[config.mk]
export PLATFORM = sky130hd
export DESIGN_NAME = shift_counter
export DESIGN_NICKNAME = d
export VERILOG_FILES = /design/src/rtl/shift_counter_pkg.sv /design/src/rtl/shift_counter_code_check.sv /design/src/rtl/shift_counter.sv
export SDC_FILE = /design/constraint.sdc
export NUM_CORES = 1
export LEC_CHECK = 0
export ABC_CLOCK_PERIOD_IN_PS = 4200
export BUFFER_PORTS_ARGS = -buffer_cell sky130_fd_sc_hd__buf_2
export CAP_MARGIN = 0
export CORE_MARGIN = 2
export CORE_UTILIZATION = 30
export DETAILED_ROUTE_END_ITERATION = 10
export REMOVE_ABC_BUFFERS = 1
export SLEW_MARGIN = 20
export SYNTH_ARGS = -nofsm -noshare
export SYNTH_HDL_FRONTEND = slang
export SYNTH_HIERARCHICAL = 1
export SYNTH_SLANG_ARGS = --single-unit
[constraint.sdc]
create_clock -name clk -period 4.2 [get_ports clk]
set_clock_uncertainty 0.1 [all_clocks]
set_input_delay 0.42 -clock clk [delete_from_list [all_inputs] [get_ports clk]]
set_output_delay 0.42 -clock clk [all_outputs]
set_load 0.1 [all_outputs]
[src/rtl/shift_counter_pkg.sv]
// Shared constants and seed helper for the shift-register counter family.
package shift_counter_pkg;

   localparam logic MODE_RING    = 1'b0;
   localparam logic MODE_JOHNSON = 1'b1;

   localparam logic DIR_RIGHT = 1'b0;
   localparam logic DIR_LEFT  = 1'b1;

   // Widest counter the seed helper can describe; callers cast down to N.
   localparam int unsigned SEED_W = 64;

   // Ring seed is a single 1 in bit 0; Johnson seed is all zeros.
   function automatic logic [SEED_W-1:0] seed_of(input int unsigned n, input logic mode);
      logic [SEED_W-1:0] s;
      s = '0;
      if ((mode == MODE_RING) && (n >= 2)) begin
         s[0] = 1'b1;
      end
      return s;
   endfunction

endpackage

[src/rtl/shift_counter_code_check.sv]
// Combinational legality check of a ring or Johnson code word.
module shift_code_check
   import shift_counter_pkg::*;
#(
   parameter int N = 4
) (
   input  logic [N-1:0] state,
   input  logic         mode,
   output logic         legal
);

   logic [N-2:0] edges;

   // Ring words are one-hot; Johnson words have at most one 0/1 boundary.
   always_comb begin
      edges = state[N-2:0] ^ state[N-1:1];
      legal = 1'b0;
      if (mode == MODE_RING) begin
         legal = ($countones(state) == 1);
      end else begin
         legal = ($countones(edges) <= 1);
      end
   end

endmodule

[src/rtl/shift_counter.sv]
// Parametrised ring / Johnson shift counter with load and self-correction.
module shift_counter
   import shift_counter_pkg::*;
#(
   parameter int N        = 4,
   parameter bit RST_MODE = 1'b0
) (
   input  logic         clk,
   input  logic         reset_n,
   input  logic         en,
   input  logic         dir,
   input  logic         mode,
   input  logic         load,
   input  logic [N-1:0] load_val,
   output logic [N-1:0] counter,
   output logic         wrap,
   output logic         err
);

   localparam logic [N-1:0] RST_SEED = N'(seed_of(N, RST_MODE));

   logic         mode_q;
   logic         legal;
   logic [N-1:0] seed_cur;
   logic [N-1:0] seed_new;
   logic [N-1:0] adv;
   logic [N-1:0] counter_nxt;
   logic         mode_nxt;
   logic         wrap_nxt;
   logic         err_nxt;

   shift_code_check #(.N(N)) u_check (
      .state (counter),
      .mode  (mode_q),
      .legal (legal)
   );

   // Next-state mux: load, mode switch, correction, advance, hold.
   always_comb begin
      seed_cur    = N'(seed_of(N, mode_q));
      seed_new    = N'(seed_of(N, mode));
      // Johnson differs from ring only by inverting the bit that wraps around.
      if (dir == DIR_RIGHT) begin
         adv = {counter[0] ^ mode_q, counter[N-1:1]};
      end else begin
         adv = {counter[N-2:0], counter[N-1] ^ mode_q};
      end
      counter_nxt = counter;
      mode_nxt    = mode_q;
      wrap_nxt    = 1'b0;
      err_nxt     = 1'b0;
      if (load) begin
         counter_nxt = load_val;
         mode_nxt    = mode;
      end else if (mode != mode_q) begin
         counter_nxt = seed_new;
         mode_nxt    = mode;
      end else if (!legal) begin
         counter_nxt = seed_cur;
         err_nxt     = 1'b1;
      end else if (en) begin
         counter_nxt = adv;
         wrap_nxt    = (adv == seed_cur);
      end
   end

   // State and pulse registers.
   always_ff @(posedge clk or negedge reset_n) begin
      if (!reset_n) begin
         counter <= RST_SEED;
         mode_q  <= RST_MODE;
         wrap    <= 1'b0;
         err     <= 1'b0;
      end else begin
         counter <= counter_nxt;
         mode_q  <= mode_nxt;
         wrap    <= wrap_nxt;
         err     <= err_nxt;
      end
   end

endmodule

==> results of run 1 <==
==> through the flow <==
stage | util (%) | cells
2_1_floorplan | - | 63
3_3_place_gp | 35.5 | 105
3_5_place_dp | 35.5 | 105
4_1_cts | 37.4 | 110
5_1_grt | 37.4 | 110
6_report | 37.4 | 110
==> flip-flops by register name, indices dropped and copies added, names as in the netlist <==
signal / count
wrap: 1
err: 1
mode_q: 1
counter: 4
==> cells in the mapped netlist (all sizes together) <==
master,number,area (um^2)
clkbuf,2,8.75
fa,1,20.0
dfstp,1,26.3
o21a,1,7.51
o211ai,2,15.0
ha,6,75.1
a22oi,1,7.51
o221a,1,11.3
o21ai,2,10.0
a21oi,1,5.00
nor4,1,12.5
a221o,1,10.0
buf,2,22.5
xnor2,3,33.8
dfrtp,6,150
and3b,1,10.0
a31oi,1,6.26
and2,1,6.26
nand2,9,33.8
nor4b,1,8.76
nand3b,1,7.51
nor2,5,18.8
xor2,3,26.3
mux2i,1,10.0
nand4b,1,8.76
a21boi,1,11.3
mux2,1,11.3
a21o,1,7.51
nor3b,1,7.51
inv,8,30.0
==> area by class of cell <==
class	instances	area share, %
Tap cell	27	4.61
Clock buffer	4	3.58
Timing Repair Buffer	16	11.6
Multi-Input combinational cell	48	52.0
Inverter	8	4.10
Sequential cell	7	24.1
==> power groups by stage <==
stage	clock network, W	registers [W]	logic, W
floorplan	0	0.000166	0.0000901
global placement	0	0.000101	0.000191
detailed placement	0	0.000102	0.000192
CTS	0.0000655	0.000100	0.000194
global route	0.0000707	0.000103	0.000212
finish	0.0000644	0.000100	0.000193
==> kinds of logic after synthesis <==
kind of cell | count (synthesis) | share of synthesized area, %
AND/OR/NAND/NOR | 21 | 18.4
multiplexers | 2 | 3.43
adder cells (fa/ha/maj) | 7 | 15.4
flip-flops | 7 | 28.5
buffers and inverters | 12 | 9.90
AO/OA/AOI/OAI | 12 | 14.7
XOR/XNOR | 6 | 9.70
==> worst max-delay path by stage <==
| stage | from | end | slack, ns | depth (start not counted) |
|---|---|---|---|---|
| 3_5_place_dp | counter[0] | counter[0] | 1.03 | 11 |
| 2_1_floorplan | counter[1] | counter[0] | 0.62 | 11 |
| 3_3_place_gp | counter[0] | counter[0] | 1.08 | 11 |
| 5_1_grt | counter[0] | counter[0] | 0.79 | 11 |
| 6_report | counter[0] | counter[0] | 1.02 | 11 |
| 4_1_cts | counter[0] | counter[0] | 1.01 | 11 |
==> metal layers <==
metal	vias to the layer above	global-route usage (%)	share of wire (%)	wire length, um
met3	2	5.21	8.7	108
met4	0	4.17	1.4	17
met5	-	0	0	0
met1	239	15.4	43	535
met2	25	17.1	47	583
li1	255	-	-	-
==> worst register-to-register path, cell delays in order (launching register included) <==
cell,delay [ns]
dfstp_2,0.61
inv_1,0.08
fa_1,0.54
inv_1,0.04
ha_1,0.17
ha_1,0.26
nor4b_1,0.31
a21o_1,0.18
a21boi_2,0.19
o211ai_1,0.10
a221o_1,0.36
a31oi_1,0.16
==> timing repair <==
item	CTS	global route
endpoints found under the hold margin	6	0
gates resized for setup	0	0
hold buffers	1	0
buffers inserted	0	0
==> insert_results.sql, run 1 <==
INSERT INTO impl_metrics (metric_group, metric, value, unit) VALUES
('drt', 'detail-route-antenna-nets', '0', ''),
('flow_run', 'drv.max_cap_violation_count', '0', ''),
('layout', 'final.fill_count', '224', ''),
('die', 'core_area', '1960', 'um^2'),
('drt', 'drt_iter0_markers', '11', ''),
('power', 'p_total', '0.000357', 'W'),
('global_route', 'antenna_found_initial', '0', ''),
('power', 'switchingPower', '0.000179', 'W'),
('cts', 'root_buffer', 'clkbuf_4', ''),
('power', 'power.leakage', '0.383', 'nW'),
('power', 'share_comb_of_total_power', '53.9', '%'),
('cts', 'tritoncts.num_buffers', '3', ''),
('synth', 'postSynthCellCount', '67', ''),
('synth', 'synth_cell_types', '32', ''),
('critical_path', 'slowest_stage_cell_on_the_critical_path', 'dfstp_2', ''),
('critical_path', 'r2r_setup_slack', '1.02', 'ns'),
('min_path', 'holdCritPathClass', 'in2reg', ''),
('min_path', 'hold_end', 'mode_q', ''),
('power', 'vdd_ir_drop_max', '0.276', 'mV'),
('placement', 'preCtsSetupSlack', '1.03', 'ns'),
('critical_path', 'critical_path.max_stage_delay', '0.61', 'ns'),
('sta', 'final.setup.tns', '0', 'ns'),
('sta', 'endpoints_failing_hold', '0', ''),
('global_route', 'grt_start_max_net_pins', '10', ''),
('critical_path', 'worst_r2r_endpoint', 'counter[0]', ''),
('critical_path', 'setup.worst_path.class', 'reg2reg', ''),
('sta', 'relative_slew_slack', '67.7', '%'),
('critical_path', 'cp-start-kind', 'flop', ''),
('placement', 'numPortBuffers', '15', ''),
('outcome', 'outcome', 'complete, no violations', ''),
('drt', 'drt-vias-per-instance', '4.74', ''),
('min_path', 'hold_path_depth', '1', ''),
('die', 'width_of_the_chip', '49.4', 'um'),
('sta', 'timing_worst_slew_pin_value', '0.488', 'ns'),
('drt', 'drt_first_pass_iters', '4', ''),
('sta', 'grt_setup_unrepaired', 'no', ''),
('critical_path', 'timing.critical_path.cells', 'inv_1 > fa_1 > inv_1 > ha_1 > ha_1 > nor4b_1 > a21o_1 > a21boi_2 > o211ai_1 > a221o_1 > a31oi_1', ''),
('power', 'p_int', '0.000178', 'W'),
('critical_path', 'worst-endpoint-required', '4.29', 'ns'),
('sta', 'timing.fmax', '315', 'MHz'),
('power', 'powerDensity', '487', 'nW/um^2'),
('synth', 'yosys_register_bits', '7', ''),
('cts', 'clock_sink_count', '7', ''),
('placement', 'dpl-instance-area', '697', 'um^2'),
('die', 'design.portCount', '16', ''),
('sta', 'worst_setup_slack_after_layout', '1.02', 'ns'),
('layout', 'final_cell_area', '733', 'um^2'),
('synth', 'syn-mean-instance-area', '9.24', 'um^2'),
('cts', 'clock_tree_from_tritoncts', 'yes', ''),
('critical_path', 'cp_num_buf_inv', '2', ''),
('layout', 'drive_above_1_share', '30.1', '%'),
('die', 'die_height', '49.4', 'um'),
('drt', 'total_number_of_vias', '521', ''),
('power', 'netSwitchingFraction', '50.2', '%'),
('layout', 'mostFrequentLayoutCells', 'buf_2 (15), nand2_1 (9), inv_1 (8)', ''),
('drt', 'drc', '0', ''),
('die', 'die_area', '2440', 'um^2'),
('sta', 'final.period_utilization', '75.6', '%'),
('layout', 'regArea', '176', 'um^2'),
('cts', 'clock_tree_buf_depth', '2', ''),
('drt', 'route.final.wire_length', '1.25', 'mm'),
('critical_path', 'critical-path-top-delay-family', 'compound AO/OA/AOI/OAI gates', ''),
('cts', 'clk_latency', '0.26', 'ns'),
('layout', 'multi_input_area', '382', 'um^2'),
('global_route', 'vias_in_the_first_global_route', '487', ''),
('cts', 'clock_transition_at_path_regs', '0.05', 'ns'),
('global_route', 'grtUsageTotal', '11.8', '%'),
('sta', 'whs', '0.237', 'ns'),
('min_path', 'worstHoldStart', 'mode', ''),
('sta', 'setup_viol', '0', ''),
('sta', 'layout_min_cycle_time', '3.18', 'ns');
Note: power is estimated with default switching activity, not from simulation.
==> run 2: changes to the inputs <==
ABC_CLOCK_PERIOD_IN_PS = 3250   (was 4200)
clock period = 3.25 ns   (was 4.2 ns; I/O delays follow)
==> run 2 against run 1 <==
- worst setup slack lost 0.81 ns
- sequential power grew 14%
- non-clock buffer count grew 4
- global-route usage grew 1.0 points
- die area is the same
- critical path depth is the same
- sequential cell count is the same
- maximum frequency grew 4.5%
==> insert_results.sql, run 2 (synthesized netlist as in run 1, its figures left out) <==
INSERT INTO impl_metrics (metric_group, metric, value, unit) VALUES
('drt', 'drc', '0', ''),
('layout', 'finalNetCount', '105', ''),
('global_route', 'grtUsageTotal', '12.8', '%'),
('drt', 'drt_first_pass_iters', '4', ''),
('placement', 'numPortBuffers', '15', ''),
('sta', 'relative_slew_slack', '68.0', '%'),
('drt', 'drt-vias-per-instance', '4.61', ''),
('critical_path', 'reg2reg_depth', '11', ''),
('sta', 'layout_min_cycle_time', '3.04', 'ns'),
('critical_path', 'cp-start-kind', 'flop', ''),
('critical_path', 'critPathCaptureType', 'flop', ''),
('outcome', 'outcome', 'complete, no violations', ''),
('layout', 'regMostFlops', 'counter', ''),
('flow_run', 'drv.max_cap_violation_count', '0', ''),
('power', 'p_total', '0.000490', 'W'),
('global_route', 'antenna_found_initial', '0', ''),
('sta', 'timing_worst_slew_pin_value', '0.484', 'ns'),
('layout', 'most_common_cell_after_layout_fill_and_taps_aside', 'buf_2', ''),
('global_route', 'globalRouteOverflowTotal', '0', ''),
('drt', 'wl_met3', '58', 'um'),
('sta', 'timing.fmax', '329', 'MHz'),
('drt', 'total_number_of_vias', '525', ''),
('cts', 'clock_tree_buf_depth', '2', ''),
('layout', 'drive_above_1_share', '33.3', '%'),
('cts', 'root_buffer', 'clkbuf_4', ''),
('critical_path', 'cp_num_buf_inv', '2', ''),
('layout', 'num_antenna_cells', '0', ''),
('power', 'vdd_ir_drop_max', '0.213', 'mV'),
('die', 'die_area', '2440', 'um^2'),
('min_path', 'holdCritPathClass', 'in2reg', ''),
('min_path', 'hold_path_depth', '1', ''),
('layout', 'mostFrequentLayoutCells', 'buf_2 (15), nand2_1 (9), inv_1 (8)', ''),
('critical_path', 'timing.critical_path.cells', 'inv_1 > fa_1 > inv_1 > ha_1 > ha_1 > nor4b_1 > a21o_1 > a21boi_2 > o211ai_1 > a221o_1 > a31oi_1', ''),
('drt', 'detail-route-antenna-nets', '0', ''),
('layout', 'final.fill_count', '225', ''),
('drt', 'wl_met1', '585', 'um'),
('drt', 'drt_iter0_markers', '8', ''),
('die', 'floorplan.initialDensity', '31.6', '%'),
('drt', 'drt-wirelength-per-cell', '11.7', 'um'),
('layout', 'number_of_flip_flops_under_the_largest_register_name', '4', ''),
('cts', 'clk_latency', '0.26', 'ns'),
('cts', 'cts-resized-gates', '0', ''),
('cts', 'clock_sink_count', '7', ''),
('sta', 'setup_viol', '0', ''),
('critical_path', 'number_of_cells_on_the_critical_path', '11', ''),
('critical_path', 'slowest_stage_cell_on_the_critical_path', 'dfstp_2', ''),
('die', 'die_height', '49.4', 'um'),
('global_route', 'vias_in_the_first_global_route', '479', ''),
('die', 'design.portCount', '16', ''),
('global_route', 'grt_pass1_wl', '2.33', 'mm'),
('critical_path', 'critical_path.max_fanout', '2', ''),
('power', 'power.leakage', '0.403', 'nW'),
('global_route', 'grt_start_max_net_pins', '10', ''),
('die', 'fp-row-count', '16', ''),
('cts', 'clock_transition_at_path_regs', '0.06', 'ns'),
('sta', 'grt_setup_unrepaired', 'no', ''),
('drt', 'top_signal_layer_used', 'met4', ''),
('layout', 'area_growth_syn_to_layout', '23.2', '%'),
('cts', 'clock_tree_from_tritoncts', 'yes', ''),
('sta', 'endpoints_failing_hold', '0', ''),
('critical_path', 'critical-path-top-delay-family', 'adder cells', ''),
('drt', 'wl_met2', '669', 'um'),
('placement', 'gp_congestion', '0.751', ''),
('sta', 'final.period_utilization', '93.5', '%'),
('die', 'core_area', '1960', 'um^2'),
('sta', 'whs', '0.131', 'ns'),
('cts', 'clock_tree.htree_level_count', '1', ''),
('power', 'powerDensity', '642', 'nW/um^2'),
('cts', 'tritoncts.num_buffers', '3', ''),
('drt', 'route.final.wire_length', '1.33', 'mm'),
('die', 'width_of_the_chip', '49.4', 'um'),
('critical_path', 'cp.arrival', '3.12', 'ns'),
('critical_path', 'critical_path.max_stage_delay', '0.53', 'ns'),
('critical_path', 'setup.worst_path.class', 'reg2reg', ''),
('sta', 'drv_slew', '0', ''),
('placement', 'place_hpwl', '992', 'um'),
('critical_path', 'worst-endpoint-required', '3.33', 'ns');
==> run 2: cell types whose count changed in the layout (fill, tap and decap cells not counted), sizes merged <==
| cell | delta |
|---|---|
| buf | +4 |
==> run 2: power breakdown <==
part	leakage (nW)	internal [W]	switching (W)	total (W)
combinational	0.300	0.000100	0.000193	0.000293
clock	0.0150	0.0000471	0.0000365	0.0000836
sequential	0.0878	0.000102	0.0000117	0.000114
total	0.403	0.000249	0.000241	0.000490
==> run 2: what timing repair did <==
action,4_1_cts,5_1_grt
hold buffers,1,0
setup buffers,0,1
hold endpoints to repair,6,0
endpoints found under the setup margin,0,1
==> run 2: stage by stage <==
step | cell area (um^2) | setup slack [ns] | utilization [%] | cells | setup TNS [ns]
6_report | 763 | 0.210 | 38.9 | 114 | 0
5_1_grt | 763 | 0.00280 | 38.9 | 114 | 0
4_1_cts | 756 | 0.118 | 38.5 | 113 | 0
3_5_place_dp | 719 | 0.190 | 36.7 | 108 | 0
3_3_place_gp | 719 | 0.208 | 36.7 | 108 | 0
2_1_floorplan | 588 | -0.334 | - | 63 | -0.498
==> run 2: layout make-up <==
cell class / instances / area [um^2] / area share [%]
Multi-Input combinational cell: 48 / 382 / 50.0
Sequential cell: 7 / 176 / 23.1
Timing Repair Buffer: 20 / 115 / 15.1
Tap cell: 27 / 33.8 / 4.43
Inverter: 8 / 30.0 / 3.93
Clock buffer: 4 / 26.3 / 3.44
==> run 2: path summary, 6_finish.rpt <==
| check | slack [ns] | startpoint | endpoint |
|---|---|---|---|
| max in group asynchronous | 2.48 | reset_n | counter[0] |
| max reg2reg | 0.21 | counter[0] | counter[0] |
| max | 0.21 | counter[0] | counter[0] |
| min reg2reg | 0.57 | counter[0] | counter[0] |
| min | 0.13 | mode | mode_q |
| min in group asynchronous | 0.34 | reset_n | counter[1] |
==> run 2: routing by layer <==
layer  track usage [%]  vias up
met4              8.33        0
met5                 0        -
met2              18.9       14
met1              17.3      246
li1                  -      263
met3              1.84        2
==> run 3: changes to the inputs <==
PLACE_DENSITY = 0.57   (was default)
RECOVER_POWER = 25   (was default)
==> run 3 against run 2 <==
- clock power down 6.2%
- wire length down 8.0%
- global-route usage down 0.93 points
- worst setup slack better by 0.051 ns
- maximum frequency up 1.7%
==> insert_results.sql, run 3 (synthesized netlist as in run 1, its figures left out) <==
INSERT INTO impl_metrics (metric_group, metric, value, unit) VALUES
('drt', 'route.final.wire_length', '1.23', 'mm'),
('die', 'die_height', '49.4', 'um'),
('critical_path', 'cp-start-kind', 'flop', ''),
('placement', 'place_hpwl', '971', 'um'),
('cts', 'clk_latency', '0.25', 'ns'),
('critical_path', 'worst_r2r_start', 'counter[0]', ''),
('cts', 'tritoncts.num_buffers', '3', ''),
('die', 'design.portCount', '16', ''),
('global_route', 'grtUsageMet2', '18.9', '%'),
('drt', 'detail-route-antenna-nets', '0', ''),
('layout', 'regMostFlops', 'counter', ''),
('global_route', 'vias_in_the_first_global_route', '492', ''),
('min_path', 'hold_path_depth', '1', ''),
('power', 'vdd_ir_drop_max', '0.241', 'mV'),
('power', 'p_total', '0.000480', 'W'),
('drt', 'total_number_of_vias', '498', ''),
('layout', 'area_growth_syn_to_layout', '23.0', '%'),
('global_route', 'grtUsageTotal', '11.9', '%'),
('die', 'width_of_the_chip', '49.4', 'um'),
('flow_run', 'drv.max_cap_violation_count', '0', ''),
('outcome', 'outcome', 'complete, no violations', ''),
('sta', 'relative_slew_slack', '67.8', '%'),
('cts', 'clock_tree_buf_depth', '2', ''),
('placement', 'numPortBuffers', '15', ''),
('sta', 'whs', '0.167', 'ns'),
('layout', 'finalNetCount', '105', ''),
('power', 'powerDensity', '630', 'nW/um^2'),
('min_path', 'worstHoldStart', 'mode', ''),
('die', 'core_area', '1960', 'um^2'),
('die', 'die_area', '2440', 'um^2'),
('drt', 'drt_iter0_markers', '3', ''),
('layout', 'utilization_after_layout', '38.8', '%'),
('critical_path', 'reg2reg_depth', '11', ''),
('die', 'floorplan.initialDensity', '31.6', '%'),
('min_path', 'hold_end', 'mode_q', ''),
('sta', 'endpoints_failing_hold', '0', ''),
('layout', 'most_common_cell_after_layout_fill_and_taps_aside', 'buf_2', ''),
('layout', 'final_non_filler_cell_total', '114', ''),
('die', 'fp-row-count', '16', ''),
('critical_path', 'timing.critical_path.cells', 'inv_1 > fa_1 > inv_1 > ha_1 > ha_1 > nor4b_1 > a21o_1 > a21boi_2 > o211ai_1 > a221o_1 > a31oi_1', ''),
('critical_path', 'worst-endpoint-required', '3.33', 'ns'),
('drt', 'drt_first_pass_iters', '4', ''),
('critical_path', 'worst_r2r_endpoint', 'counter[0]', ''),
('critical_path', 'critical-path-top-delay-family', 'adder cells', ''),
('layout', 'final.fill_count', '214', ''),
('cts', 'clock_tree_from_tritoncts', 'yes', ''),
('min_path', 'holdCritPathClass', 'in2reg', ''),
('sta', 'final.period_utilization', '92.0', '%'),
('global_route', 'grt_pass1_wl', '2.19', 'mm'),
('global_route', 'grt_start_max_net_pins', '10', ''),
('sta', 'drv_slew', '0', ''),
('power', 'power.leakage', '0.400', 'nW'),
('sta', 'setup_viol', '0', ''),
('cts', 'root_buffer', 'clkbuf_4', ''),
('critical_path', 'slowest_stage_cell_on_the_critical_path', 'fa_1', ''),
('sta', 'timing.fmax', '335', 'MHz'),
('critical_path', 'critical_path.max_stage_delay', '0.53', 'ns'),
('layout', 'number_of_flip_flops_under_the_largest_register_name', '4', ''),
('global_route', 'antenna_found_initial', '0', ''),
('drt', 'drt-vias-per-instance', '4.37', ''),
('critical_path', 'setup.worst_path.class', 'reg2reg', ''),
('critical_path', 'cp_num_buf_inv', '2', ''),
('critical_path', 'critPathCaptureType', 'flop', ''),
('global_route', 'groute.layer.met3.usage', '3.07', '%'),
('critical_path', 'critical_path.max_fanout', '2', ''),
('critical_path', 'cp.arrival', '3.07', 'ns'),
('drt', 'drc', '0', ''),
('sta', 'final.setup.tns', '0', 'ns'),
('critical_path', 'r2r_setup_slack', '0.26', 'ns'),
('sta', 'layout_min_cycle_time', '2.99', 'ns'),
('sta', 'grt_setup_unrepaired', 'no', ''),
('sta', 'timing_worst_slew_pin_value', '0.486', 'ns'),
('global_route', 'grt_use_met1', '14.3', '%'),
('layout', 'regArea', '176', 'um^2'),
('placement', 'place_inst', '109', ''),
('layout', 'mostFrequentLayoutCells', 'buf_2 (13), nand2_1 (9), inv_1 (8)', ''),
('global_route', 'globalRouteOverflowTotal', '0', ''),
('cts', 'clock_transition_at_path_regs', '0.05', 'ns'),
('drt', 'drt-wirelength-per-cell', '10.8', 'um'),
('placement', 'gp_congestion', '0.809', ''),
('layout', 'num_antenna_cells', '0', ''),
('cts', 'clock_sink_count', '7', ''),
('cts', 'clock_tree.htree_level_count', '1', ''),
('layout', 'multi_input_area', '382', 'um^2'),
('layout', 'drive_above_1_share', '32.2', '%'),
('global_route', 'grt_most_used_layer', 'met2', '');
==> run 3: repair_timing <==
item / CTS / global route
setup buffers: 0 / 0
hold endpoints to repair: 6 / 0
hold buffers: 1 / 0
gates resized for setup: 0 / 0
==> run 3: worst max-delay path by stage <==
stage | cells after the start | end | slack, ns | start
floorplan | 11 | counter[0] | -0.33 | counter[1]
global placement | 11 | counter[0] | 0.30 | counter[0]
detailed placement | 11 | counter[0] | 0.27 | counter[0]
CTS | 11 | counter[0] | 0.25 | counter[0]
global route | 11 | counter[0] | 0.1 | counter[0]
finish | 11 | counter[0] | 0.26 | counter[0]
==> run 3: metal layers <==
layer | up-vias | part of all wire [%]
met1 | 225 | 48
met5 | - | 0
met4 | 0 | 0
met2 | 10 | 49
met3 | 0 | 2.9
li1 | 263 | -
==> run 3: power by group <==
group | switching (W) | internal (W) | total (W)
Sequential | 0.0000117 | 0.000102 | 0.000114
Combinational | 0.000189 | 0.0000990 | 0.000288
Clock | 0.0000334 | 0.0000450 | 0.0000784
==> run 3: layout make-up <==
type                       instances  area share [%]
sequential                         7            23.2
tap                               27            4.43
multi-input combinational         48            50.1
clock inverter                     1           0.657
clock buffer                       3            2.96
inverter                           8            3.94
timing repair buffer              20            14.8
==> run 3: stage by stage <==
| step | instance area (um^2) | setup slack [ns] |
|---|---|---|
| after floorplan | 588 | -0.334 |
| after global placement | 727 | 0.302 |
| after detailed placement | 727 | 0.266 |
| after CTS | 764 | 0.250 |
| after global routing | 762 | 0.0955 |
| final | 762 | 0.261 |
